$ cat src/rtl/stack_pkg.sv
// Shared definitions for the stack ALU and its RPN token sequencer.
//   - OP_* : 3-bit stack opcodes driven on the stack's opcode input
//   - tok_kind_e  : kind of an incoming RPN token
//   - err_e       : per-expression result/error code
//   - seq_state_e : sequencer FSM states
package stack_pkg;

  localparam logic [2:0] OP_NOP  = 3'b000;
  localparam logic [2:0] OP_ADD  = 3'b100;
  localparam logic [2:0] OP_MUL  = 3'b101;
  localparam logic [2:0] OP_PUSH = 3'b110;
  localparam logic [2:0] OP_POP  = 3'b111;

  typedef enum logic [1:0] {
    TOK_NUM = 2'b00,
    TOK_ADD = 2'b01,
    TOK_MUL = 2'b10,
    TOK_END = 2'b11
  } tok_kind_e;

  typedef enum logic [2:0] {
    ERR_NONE      = 3'd0,
    ERR_UNDERFLOW = 3'd1,
    ERR_LEFTOVER  = 3'd2,
    ERR_ARITH     = 3'd3,
    ERR_FULL      = 3'd4
  } err_e;

  typedef enum logic [2:0] {
    S_RUN,
    S_ARITH,
    S_CHECK,
    S_READ,
    S_DRAIN,
    S_FLUSH,
    S_DONE
  } seq_state_e;

  // The first error seen in an expression is the one reported.
  function automatic err_e keep_first_err(input err_e cur, input err_e cand);
    return (cur == ERR_NONE) ? cand : cur;
  endfunction

endpackage

$ cat src/rtl/rpn_sequencer.sv
// RPN token sequencer feeding a `stack` ALU.
// Accepts postfix tokens (tok_*) over valid/ready, issues one stack opcode
// per cycle (stk_opcode/stk_data, registered), tracks operand depth locally,
// flushes the stack after every expression and returns one result or error
// code per expression over a second valid/ready handshake (res_*).
//   clk, rst_n            : clock, async active-low reset (shared with stack)
//   tok_valid/ready/kind/value : token input handshake
//   stk_opcode, stk_data  : to stack opcode/input_data
//   stk_output_data, stk_overflow : from stack (top of stack, overflow flag)
//   res_valid/ready/data/error : result handshake
//   busy                  : low only when idle in RUN with an empty stack
module rpn_sequencer
  import stack_pkg::*;
#(
  parameter int DEPTH = 256,
  parameter int WIDTH = 4
) (
  input  logic             clk,
  input  logic             rst_n,
  input  logic             tok_valid,
  output logic             tok_ready,
  input  logic [1:0]       tok_kind,
  input  logic [WIDTH-1:0] tok_value,
  output logic [2:0]       stk_opcode,
  output logic [WIDTH-1:0] stk_data,
  input  logic [WIDTH-1:0] stk_output_data,
  input  logic             stk_overflow,
  output logic             res_valid,
  input  logic             res_ready,
  output logic [WIDTH-1:0] res_data,
  output logic [2:0]       res_error,
  output logic             busy
);

  localparam int DW = $clog2(DEPTH + 1);
  localparam logic [DW-1:0] DEPTH_MAX = DW'(DEPTH);
  localparam logic [DW-1:0] ONE       = DW'(1);
  localparam logic [DW-1:0] TWO       = DW'(2);

  seq_state_e                state_q, state_d;
  logic [DW-1:0]             depth_q, depth_d;
  err_e                      err_q, err_d;
  logic [2:0]                opcode_q, opcode_d;
  logic signed [WIDTH-1:0]   data_q, data_d;
  logic signed [WIDTH-1:0]   res_data_q, res_data_d;
  tok_kind_e                 kind;
  logic                      tok_fire;

  assign kind     = tok_kind_e'(tok_kind);
  assign tok_fire = tok_valid && tok_ready;

  // State register
  always_ff @(posedge clk or negedge rst_n) begin
    if (!rst_n) begin
      state_q    <= S_RUN;
      depth_q    <= '0;
      err_q      <= ERR_NONE;
      opcode_q   <= OP_NOP;
      data_q     <= '0;
      res_data_q <= '0;
    end else begin
      state_q    <= state_d;
      depth_q    <= depth_d;
      err_q      <= err_d;
      opcode_q   <= opcode_d;
      data_q     <= data_d;
      res_data_q <= res_data_d;
    end
  end

  // Next-state and datapath
  always_comb begin
    state_d    = state_q;
    depth_d    = depth_q;
    err_d      = err_q;
    opcode_d   = OP_NOP;
    data_d     = '0;
    res_data_d = res_data_q;
    case (state_q)
      S_RUN: begin
        if (tok_fire) begin
          case (kind)
            TOK_NUM: begin
              if (depth_q < DEPTH_MAX) begin
                opcode_d = OP_PUSH;
                data_d   = tok_value;
                depth_d  = depth_q + ONE;
              end else begin
                err_d   = keep_first_err(err_q, ERR_FULL);
                state_d = S_DRAIN;
              end
            end
            TOK_ADD, TOK_MUL: begin
              if (depth_q >= TWO) begin
                opcode_d = (kind == TOK_ADD) ? OP_ADD : OP_MUL;
                depth_d  = depth_q - ONE;
                state_d  = S_ARITH;
              end else begin
                err_d   = keep_first_err(err_q, ERR_UNDERFLOW);
                state_d = S_DRAIN;
              end
            end
            TOK_END: begin
              if (depth_q == ONE) begin
                state_d = S_READ;
              end else begin
                err_d   = keep_first_err(err_q, (depth_q == '0) ? ERR_UNDERFLOW : ERR_LEFTOVER);
                state_d = S_FLUSH;
              end
            end
          endcase
        end
      end
      // The arithmetic op is on the bus this cycle; overflow is only
      // visible one cycle later, so CHECK follows unconditionally.
      S_ARITH: state_d = S_CHECK;
      S_CHECK: begin
        if (stk_overflow) begin
          err_d   = keep_first_err(err_q, ERR_ARITH);
          state_d = S_DRAIN;
        end else begin
          state_d = S_RUN;
        end
      end
      S_READ: begin
        res_data_d = (err_q == ERR_NONE) ? stk_output_data : '0;
        state_d    = S_FLUSH;
      end
      // Swallow the rest of a failed expression up to and including END.
      S_DRAIN: begin
        if (tok_fire && (kind == TOK_END)) state_d = S_FLUSH;
      end
      S_FLUSH: begin
        if (depth_q != '0) begin
          opcode_d = OP_POP;
          depth_d  = depth_q - ONE;
        end else begin
          state_d = S_DONE;
        end
      end
      S_DONE: begin
        if (res_ready) begin
          err_d      = ERR_NONE;
          res_data_d = '0;
          state_d    = S_RUN;
        end
      end
      default: state_d = S_RUN;
    endcase
  end

  // Outputs decoded from state only
  always_comb begin
    tok_ready = (state_q == S_RUN) || (state_q == S_DRAIN);
    res_valid = (state_q == S_DONE);
    busy      = !((state_q == S_RUN) && (depth_q == '0));
  end

  assign stk_opcode = opcode_q;
  assign stk_data   = data_q;
  assign res_data   = res_data_q;
  assign res_error  = err_q;

endmodule

$ cat config.mk
export PLATFORM = sky130hd
export DESIGN_NAME = rpn_sequencer
export DESIGN_NICKNAME = d
export VERILOG_FILES = /design/src/rtl/stack_pkg.sv /design/src/rtl/rpn_sequencer.sv
export SDC_FILE = /design/constraint.sdc
export NUM_CORES = 1
export LEC_CHECK = 0
export CORE_MARGIN = 5
export CORE_UTILIZATION = 33
export CTS_BUF_LIST = sky130_fd_sc_hd__clkbuf_16
export DETAILED_ROUTE_END_ITERATION = 8
export PLACE_DENSITY = 0.63
export RECOVER_POWER = 100
export SLEW_MARGIN = 20
export SYNTH_ARGS = -nofsm -noshare
export SYNTH_HDL_FRONTEND = slang
export SYNTH_SLANG_ARGS = --single-unit
$ cat constraint.sdc
create_clock -name clk -period 2.55 [get_ports clk]
set_input_delay 0.3825 -clock clk [delete_from_list [all_inputs] [get_ports clk]]
set_output_delay 0.3825 -clock clk [all_outputs]
set_load 0.02 [all_outputs]
== After elaboration in Yosys (flattened, before gate mapping) ==
Index checks and enable logic that the tools add are counted.
Operators by class
  add/sub/neg operators: 2
  reductions and logical operators: 18
  magnitude comparators: 2
  mux-type cells: 42
  equal/unequal tests: 26
Operators by type and width (count)
  2-to-1 mux 3 bit: 21
  2-to-1 mux 9 bit: 4
  one-hot mux 9 bit (2 select lines): 2
  one-hot mux 3 bit (3 select lines): 3
  2-to-1 mux 4 bit: 6
  != test 3 bit (second input constant): 8
  one-hot mux 3 bit (7 select lines): 1
  != test 2 bit (second input constant): 6
  one-hot mux 3 bit (2 select lines): 2
  AND reduction 11 bit: 1
  adder 9 x 1 -> 9 bit (second input constant): 1
  equality test 3 bit (second input constant): 3
  equality test 9 x 1 -> 1 bit (second input constant): 1
  greater-or-equal comparator 9 x 2 -> 1 bit (second input constant): 1
  logical NOT 9 bit: 1
  less-than comparator 9 bit (second input constant): 1
  nonzero test 9 bit: 1
  subtractor 9 x 1 -> 9 bit (second input constant): 1
  one-hot mux 4 bit (2 select lines): 1
  equality test 3 x 2 -> 1 bit (second input constant): 2
  logical NOT 3 bit: 2
  AND reduction 6 bit: 1
  AND reduction 5 bit: 1
  equality test 2 bit (second input constant): 2
  other kinds (14): 17
Storage, ports and cells
  flip-flop bits (word level): 26
  output and inout port bits: 17
  word-level logic and storage cells: 96
  bits of input ports: 15

== Logic depth before layout (Yosys ltp) ==
  depth in word-level cells: 7
  gate-level depth with buffers: 8
  gate-level depth less buffers: 7

== Worst setup path before layout ==
Ideal clock, no wire load.
  path type: input -> register
  start: input port tok_kind[0]
  end: register err_q[2], in the netlist res_error[2]
  arrival: 1662 ps
  stages on the path: 7
  path buffers: 0
  required time: 2425 ps
  setup time: 125 ps
  setup slack: 763 ps
  cell sequence: inv_1 ha_1 nor3_1 o2111ai_1 nand2_1 and4_4 mux2_4
On the way
  word-level cells in the longest chain between the ends: 5
  elaborated cells between the ends (all ways): 15
Ends and longest elaborated chain
  from (decl): RTL line rpn_sequencer.sv:22  | input logic [1:0] tok_kind,
  equality test 2 x 1 -> 1 bit or equality test 2 bit (tied branches): RTL line rpn_sequencer.sv:82  | case (kind)
  OR reduction 2 bit: RTL line rpn_sequencer.sv:82
  one-hot mux 3 bit (3 select lines): RTL line rpn_sequencer.sv:82
  2-to-1 mux 3 bit: RTL line rpn_sequencer.sv:81  | if (tok_fire) begin
  one-hot mux 3 bit (3 select lines): RTL line rpn_sequencer.sv:79  | case (state_q)
  to (signal assigned): RTL line rpn_sequencer.sv:64  | err_q <= err_d;
  to (decl): RTL line rpn_sequencer.sv:42  | err_e err_q, err_d;
Several ways; a longest one is shown, not always the timed one. The select of a mux whose other input is x is not followed.
A chain may end at the register's enable or synchronous reset.

== Worst setup path after layout ==
  start: register depth_q[0]
  end: output port busy
On the way
  word-level cells in the longest chain between the ends: 3
Ends and longest elaborated chain
  from (decl): RTL line rpn_sequencer.sv:41  | logic [DW-1:0] depth_q, depth_d;
  from (signal assigned): RTL line rpn_sequencer.sv:63  | depth_q <= depth_d;
  logical NOT 9 bit: RTL line rpn_sequencer.sv:156  | busy = !((state_q == S_RUN) && (depth_q == '0));
  logical AND 1 bit: RTL line rpn_sequencer.sv:156
  logical NOT 1 bit: RTL line rpn_sequencer.sv:156
  to (decl): RTL line rpn_sequencer.sv:32  | output logic busy
No other way between the ends.

==> reports/metrics.cfg <==
[run_status]
outcome = finished, final reports clean

[power]
powerDensity_nw_per_um2 = 1043
clockPowerShare = 0.208
comb_power_share = 0.439
swShare = 0.4053
intPower_uw = 1328
ir_worst_vdd_mv = 0.3629
leakage_uw = 0.0009364
p_switching_uw = 905.2
seqPwrFrac = 0.354
power_uw = 2234

[clock_tree]
root_buffer = clkbuf_16
clkSinkCount = 26
path_clk_slew_ns = 0.07
postCtsHoldBufs = 0
cts_made_buffers = 3
clockBufferDepth = 2
cts_setup_buffers = 0
cts_tree = yes
cts_resized = 0
h-tree-depth = 1
clk_latency_ns = 0.26

[finish]
multi_input_area_sq_um = 928.4
diodes = 0
n_fill_cell = 452
layout_common_cells = 26 x dfrtp_1, 17 x dlygate4sd3_1, 14 x clkdlybuf4s50_1
layout_commonest_cell = dfrtp_1
syn_to_final_growth_pct = 29.50
regArea_sq_um = 650.6
nets = 228
post_route_cells_drive_above_1_share = 0.08333

[timing]
timing.hold.ws_ns = 0.5008
rsz0062_at_grt = no
finalCritPeriodShare = 0.9283
fin_worst_skew_ns = 0.002933
min_period_ns = 2.367
setup_violations = 0
maxSlewHeadroom = 0.03370
fmax_mhz = 422.5
worstMarginPinSlew_ns = 1.449
slew_viol_final = 0
fin_tns_setup_ns = 0
final_hold_viol_count = 0

[grt]
grt_pass1_vias = 1345
grtUsageTotal = 0.1277
gr-total-overflow = 0
grt_pass1_wl_mm = 6.527
grt_max_degree = 27
antenna_found_initial = 0

[die]
fp.dieW_microns = 80.80
initial_core_util = 0.3456
core_area_sq_um = 4786
die-area_sq_um = 6529
die_h_microns = 80.80
io_pins = 32
placementRows = 25

[route]
wirelength_mm = 3.769
wl_per_cell_microns = 13.91
first_pass_iters = 4
drt_iter0_drc = 86
vias = 1378
viasPerCell = 5.085
drt.antenna.violating_nets = 0
drc = 0

[logic_synthesis]
syn_area_sq_um = 1654
synthDistinctLibCells = 51
synth-seq-cells = 26
yosysWarnings = 0
ys.flop_type = dfrtp_1
synthArstFlopShare = 1.000
synth_enable_flop_cells = 0
syn_inst = 170
syn_area_per_cell_sq_um = 9.730
synth_nets = 193
yosysSeqAreaShare = 0.3933

[worst_setup_path]
critPathArrivalTime_ns = 1.98
path_max_fanout = 8
critical_path_class = register to primary output
crit_required_ns = 2.17
critPathLaunchType = register
crit_path_end_kind = primary output

[run]
max_cap_violations = 0

[placement]
gp_congestion = 0.7807
hpwl_mm = 2.837
io_buffers = 31

[hold_path]
hold_path.class = register to register

## layout make-up
cell class | count | area share
Multi-Input combinational cell | 129 | 0.4334
Clock buffer | 3 | 0.03505
Clock inverter | 1 | 0.01402
Sequential cell | 26 | 0.3037
Timing Repair Buffer | 37 | 0.1606
Tap cell | 67 | 0.03914
Inverter | 8 | 0.01402
## per-layer routing
metal  GRT usage  share of wire  vias to the layer above
met3     0.01663          0.031                        7
li1            -              -                      692
met4     0.06081          0.020                        0
met1      0.1714           0.47                      651
met2      0.2028           0.47                       28
met5           0              0                        -
## through the flow
stage	instances	area, sq um	setup slack (ns)	utilization
3_3_place_gp	267	2057	0.1638	0.4298
5_1_grt	271	2142	0.07526	0.4476
2_1_floorplan	170	1654	0.7630	-
3_5_place_dp	267	2057	0.1355	0.4298
6_report	271	2142	0.1829	0.4476
4_1_cts	271	2162	0.03524	0.4518
## power groups by stage
stage	registers (uW)	logic [uW]	clock network, uW
final	790	980	464
after global routing	826	1090	500
after CTS	791	1030	483
after detailed placement	799	1020	0
after global placement	797	1020	0
after floorplan	762	725	0
## final timing paths
path	from	to	slack, ns	cells after the start
worst min register to register	res_data[1]	res_data[1]	0.50	1
min in group asynchronous	rst_n	depth_q[3]	0.99	2
worst max register to register	depth_q[1]	res_error[2]	0.46	6
worst max-delay path	depth_q[0]	busy	0.18	5
max in group asynchronous	rst_n	state_q[0]	0.71	2
worst min-delay path	res_data[1]	res_data[1]	0.50	1
## critical path, cell delays in order (launching register included)
cell and delay, ns:
dfrtp_1 0.47, inv_1 0.12, ha_1 0.18, nor4b_2 0.25, nand3_1 0.13, clkdlybuf4s50_1 0.56
## cells in the mapped netlist, drive strengths merged, types with 2 or more instances
master / instances / area, sq um
nand4: 8 / 50.05
dfrtp: 26 / 650.6
o22a: 2 / 17.52
xnor2: 3 / 26.28
nand2b: 5 / 31.28
nor2: 12 / 45.04
nor2b: 4 / 25.02
nand2: 8 / 30.03
xor2: 6 / 52.55
a22o: 4 / 35.03
o21ai: 8 / 40.03
o2bb2ai: 2 / 36.29
a311oi: 2 / 23.77
and3: 4 / 25.02
o21bai: 2 / 18.77
nor3: 6 / 40.04
a21oi: 9 / 45.04
ha: 8 / 100.1
inv: 8 / 30.03
clkbuf: 3 / 11.26
nand3b: 2 / 15.01
and4: 2 / 20.02
a31oi: 2 / 12.51
nand3: 7 / 35.03
buf: 4 / 25.02
nor4: 2 / 33.78
and2: 6 / 37.54
## state kept, by name, summed over array words and instances, names as in the netlist
| name | count |
|---|---|
| res_error | 3 |
| stk_opcode | 3 |
| res_data | 4 |
| state_q | 3 |
| depth_q | 9 |
| stk_data | 4 |
## cell families (layout without fill, tap and decap cells)
kind of cell               count (synthesis)  in the layout  synth area share
xor gates and xnor gates                   9              9           0.04766
buffers and inverters                     15             49           0.04009
muxes                                      1              1          0.009074
adders and majority gates                  8              8           0.06052
AOI/OAI and AO/OA                         39             39            0.1846
and+or+nand+nor                           72             72            0.2648
DFF                                       26             26            0.3933
No activity file was read; power rests on OpenSTA's default activity.
==> variant 1, RTL diff (same settings) <==
Change the parameter `WIDTH` from 4 to 6.
--- a/src/rtl/rpn_sequencer.sv
+++ b/src/rtl/rpn_sequencer.sv
@@ -13,7 +13,7 @@
   import stack_pkg::*;
 #(
   parameter int DEPTH = 256,
-  parameter int WIDTH = 4
+  parameter int WIDTH = 6
 ) (
   input  logic             clk,
   input  logic             rst_n,
Ports: changed (resized res_data, stk_data, stk_output_data and tok_value); port bits go from 32 to 40. The function was not compared with the original's and may differ.
==> variant 1 against the unedited design <==
- the run now ends with max-capacitance violations, max-slew violations left
- sequential power is 3.7% higher
- synthesized area is 5.4% higher
- power rose by 12%
- wire length rose by 8.4%
- via count increased by 7.7%
- maximum frequency is 2.4% lower
- global-route usage is 0.55 points higher
- worst setup slack worse by 58 ps
- sequential cell count rose by 4
- core utilization grew 2.6 points
- final area grew 13%
==> variant 1: results (changes against the unedited design) <==
status finished with violations; violated checks max-capacitance violations, max-slew violations; drt via density 4.95 (-2.7%); Pre-antenna DRT Iters 4 (unchanged); max reg flops 9 (unchanged); Warnings, synthesis 0 (unchanged); routability cong. 0.927 (+19%); largest register by flop count depth_q; clock skew 5.18 ps (+2.24 ps); Max Root-Sink Buffers 2 (unchanged); VDD IR max 0.000445 V (+23%); dpl cell area 2290 um2 (+11%); Clock Root Buffer clkbuf_16; worst slack, placed 40.0 ps (-95.5 ps); Post-Synth XOR/XNOR Area 4.52% (-0.25 points); register area share after synthesis 43.0% (+3.7 points); global-route wire length before repair 6.80 mm (+4.1%); DR WL/cell 13.6 um (-2.0%); Total Routed Length 4.09 mm (+8.4%); worst skew pair latency 280 ps (+20 ps); syn_area_per_cell 9.91 um2 (+1.9%); HP Class reg -> reg; vias in the first global route 1438 (+6.9%); Synth area leaders dfrtp_1 (43%), ha_1 (5.7%), a22o_1 (3.0%); depth of the CTS H-tree 2 (+1); Worst Path Max Fanout 13 (+5); total of max-cap violations 1 (+1); nets@finish 256 (+12%); setup bufs post-CTS 0 (unchanged); drt first-iter violations 73 (-15%); Clock Pin Slew Worst Setup and Hold Paths 50 ps (-20 ps); dpl cells 292 (+9.4%); GRT Overall Usage 13.3% (+0.55 points); top cell types by occurrence after synthesis dfrtp_1 (30), nor2_1 (13), nand2_1 (12); post-synthesis adder-cell area fraction 5.74% (-0.31 points); initial antenna violation count 0 (unchanged); Ant. Diodes 0 (unchanged); HPWL after DPL 3.08 mm (+8.5%); final slew viol count 31 (+31); complex-gate fraction of the synthesized area 19.7% (+1.3 points); Net Count, Synth 203 (+5.2%); Distinct cells, synth 54 (+5.9%); CTS buffer count 5 (+2); largest net degree at the start of global routing 31 (+15%); multiplexer share of the synthesized area 0.574% (-0.33 points); leak pwr 1.12 nW (+19%); asr flop ratio synth 100% (unchanged); WP data arrival 2040 ps (+60 ps); max_slew headroom -8.25% (-12 points); Port Buf Inserts 39 (+26%); share of cells above drive strength 1 11.3% (+3.0 points)
==> variant 1: worst paths after layout <==
path                             startpoint            end  slack, ps  cells after the start
worst max-delay path             state_q[1]      res_valid        120                      4
worst max register to register   depth_q[1]     depth_q[3]        370                      7
worst min register to register  res_data[5]    res_data[5]        500                      1
worst min-delay path            res_data[5]    res_data[5]        500                      1
max in group asynchronous             rst_n     depth_q[6]        550                      2
min in group asynchronous             rst_n  stk_opcode[1]       1060                      2
==> variant 1: kinds of logic (layout without fill, tap and decap cells) <==
group / Yosys count / count (layout)
compound gates: 45 / 45
xor+xnor: 9 / 9
fa+ha+maj: 8 / 8
buf+inv: 18 / 72
flops: 30 / 30
mux: 1 / 1
simple gates: 65 / 65
==> variant 1: power breakdown <==
part           switching [mW]  internal (mW)  total [mW]
Clock                   0.199          0.351       0.550
Sequential              0.174          0.646       0.819
Combinational           0.602          0.532        1.13
Total                   0.974           1.53        2.50
==> variant 1: critical path, cell delays in order (launching register included) <==
cell             delay, ps
dfrtp_1                600
nor2b_1                360
nand2_1                120
inv_1                   90
clkdlybuf4s50_1        610
==> variant 1: area by class of cell <==
class	instances	area (um2)
Tap cell	70	87.6
Multi-Input combinational cell	128	907
Timing Repair Buffer	54	498
Inverter	10	37.5
Fill cell	514	2690
Clock inverter	3	12.5
Clock buffer	5	125
Sequential cell	30	751
==> variant 1: repair_timing <==
item	CTS	global route
hold buffers	0	0
gates resized for setup	1	0
setup endpoints to repair	1	0
endpoints found under the hold margin	0	0
==> variant 1: per-layer routing <==
layer / global-route usage, % / wire length [um] / share of wire, % / up-vias
met5: 0 / 0 / 0 / -
met4: 6.05 / 101 / 2.5 / 0
met3: 5.97 / 360 / 8.8 / 9
met2: 20.4 / 1810 / 44 / 42
met1: 15.9 / 1820 / 45 / 684
li1: - / - / - / 749
==> variant 2, RTL diff (config.mk and constraints unchanged) <==
Without the edit above. Take the reset off `data_q` and `res_data_q` and load them in a clocked block of their own.
--- a/src/rtl/rpn_sequencer.sv
+++ b/src/rtl/rpn_sequencer.sv
@@ -56,16 +56,17 @@
       depth_q    <= '0;
       err_q      <= ERR_NONE;
       opcode_q   <= OP_NOP;
-      data_q     <= '0;
-      res_data_q <= '0;
     end else begin
       state_q    <= state_d;
       depth_q    <= depth_d;
       err_q      <= err_d;
       opcode_q   <= opcode_d;
-      data_q     <= data_d;
-      res_data_q <= res_data_d;
     end
+  end
+
+  always_ff @(posedge clk) begin
+    data_q     <= data_d;
+    res_data_q <= res_data_d;
   end
 
   // Next-state and datapath
Behaviour: not the same (a bounded check fails within 4 cycles, from zero or initial values and one cycle with rst_n low).
==> variant 2 against the unedited design <==
- worst setup slack improved by 30 ps
- via count rose by 3.0%
- synthesized area shrank 2.6%
- critical path type is now reg -> reg
- power grew 0.91%
- non-clock buffer count increased by 8
- register-to-register slack got worse by 250 ps
- core utilization grew 0.67 points
- wire length shrank 0.48%
- sequential cell count did not move
- final area is 0.18% higher
- first-iteration DRC count down 41%
- clock skew barely moved
==> variant 2: results (changes against the unedited design) <==
status finished clean; Reg2Reg Launch Point depth_q[6]; fill cell count 481 (+6.4%); Setup TNS 0 ps (unchanged); nets@finish 240 (+5.3%); VDD IR max 0.000515 V (+42%); depth of the CTS H-tree 1 (unchanged); routability cong. 0.831 (+6.4%); WHS Endpoint depth_q[7]; share of cells above drive strength 1 9.68% (+1.3 points); Total Routed Length 3.75 mm (-0.48%); asr flop ratio synth 69.2% (-31 points); Distinct cells, synth 44 (-14%); dpl cells 280 (+4.9%); largest net degree at the start of global routing 19 (-30%); setup slack, reg-to-reg 210 ps (-250 ps); Hold Crit Start depth_q[7]; Net Count, Synth 202 (+4.7%); DR WL/cell 13.2 um (-5.0%); Synth area leaders dfrtp_1 (28%), edfxtp_1 (7.5%), ha_1 (5.4%); Slew @ Worst Pin 1060 ps (-393 ps); GRT Overall Usage 12.4% (-0.37 points); Worst Path Max Fanout 6 (-2); drt first-iter violations 51 (-41%); register area share after synthesis 40.4% (+1.0 points); drt via density 5.00 (-1.7%); Worst Hold Slack 500 ps (-1.10 ps); Crit Reg-Reg Endpoint depth_q[0]; critical path's slowest cell or4_1; fin area 2150 um2 (+0.18%); top cell types by occurrence after synthesis dfrtp_1 (18), nor2_1 (14), inv_1 (11), nand2_1 (11); number of synthesized flops with an enable pin 4 (+4); syn_area_per_cell 8.95 um2 (-8.0%); clock skew 2.55 ps (-0.383 ps); leak pwr 0.898 nW (-4.1%); HPWL after DPL 2.89 mm (+2.0%); vias in the first global route 1367 (+1.6%); WP data arrival 2520 ps (+540 ps); global-route wire length before repair 6.42 mm (-1.7%)
variant 2: cell types whose count changed after synthesis, moves of 4 or more:
cell	before	now
a22o_1	4	0
clkbuf_1	3	9
dfrtp_1	26	18
or4_1	0	4
dfxtp_1	0	4
nand4_1	8	2
nor3_1	4	8
o22ai_1	0	4
edfxtp_1	0	4
variant 2: metal layers:
layer	up-vias	track usage [%]	share of wire, %
met5	-	0	0
li1	717	-	-
met1	665	16.7	49
met4	0	2.53	0.32
met2	35	19.6	45
met3	2	3.72	6.3
variant 2: cells by family after synthesis:
| kind of cell | count (synthesis) | share of synthesized area (%) |
|---|---|---|
| AND/OR/NAND/NOR | 73 | 24.5 |
| AO/OA/AOI/OAI | 39 | 17.2 |
| flip-flops | 26 | 40.4 |
| buffers and inverters | 23 | 5.59 |
| XOR/XNOR | 9 | 4.89 |
| adder cells (fa/ha/maj) | 7 | 5.43 |
| multiplexers | 3 | 2.02 |
variant 2: area by class of cell:
cell class	count	area share (%)
multi-input combinational	131	40.3
sequential	26	30.3
timing repair buffer	45	18.6
tap	67	3.91
clock buffer	3	3.50
inverter	11	1.92
clock inverter	1	1.40
variant 2: report_power, final:
group          internal [mW]  switching (mW)  total, mW
Sequential             0.573           0.144      0.717
Combinational          0.469           0.609       1.08
Clock                  0.312           0.146      0.459
variant 2: worst register-to-register path, delay by kind of cell, from the launching register on:
family	cells	cell delay [ps]
xor+xnor	1	100
flops	1	420
compound gates	2	790
simple gates	1	550
buf+inv	2	420
variant 2: repair_timing:
action	CTS	global route
setup endpoints to repair	1	0
buffers inserted	0	0
resized for setup	1	0
variant 2: how the worst max path moves through the flow:
stage / endpoint / cells past startpoint / slack [ps] / from
floorplan: depth_q[8] / 7 / 430 / depth_q[4]
global placement: depth_q[7] / 6 / 70 / tok_valid
detailed placement: depth_q[2] / 8 / 40 / tok_kind[0]
CTS: busy / 4 / 200 / depth_q[4]
global route: res_valid / 5 / 80 / state_q[0]
finish: depth_q[0] / 6 / 210 / depth_q[6]
variant 2: through the flow:
| step | power [mW] | setup WS [ps] |
|---|---|---|
| 6_report | 2.25 | 213 |
| 5_1_grt | 2.42 | 80.5 |
| 4_1_cts | 2.32 | 197 |
| 3_5_place_dp | 1.85 | 43.4 |
| 3_3_place_gp | 1.84 | 67.7 |
| 2_1_floorplan | 1.46 | 434 |
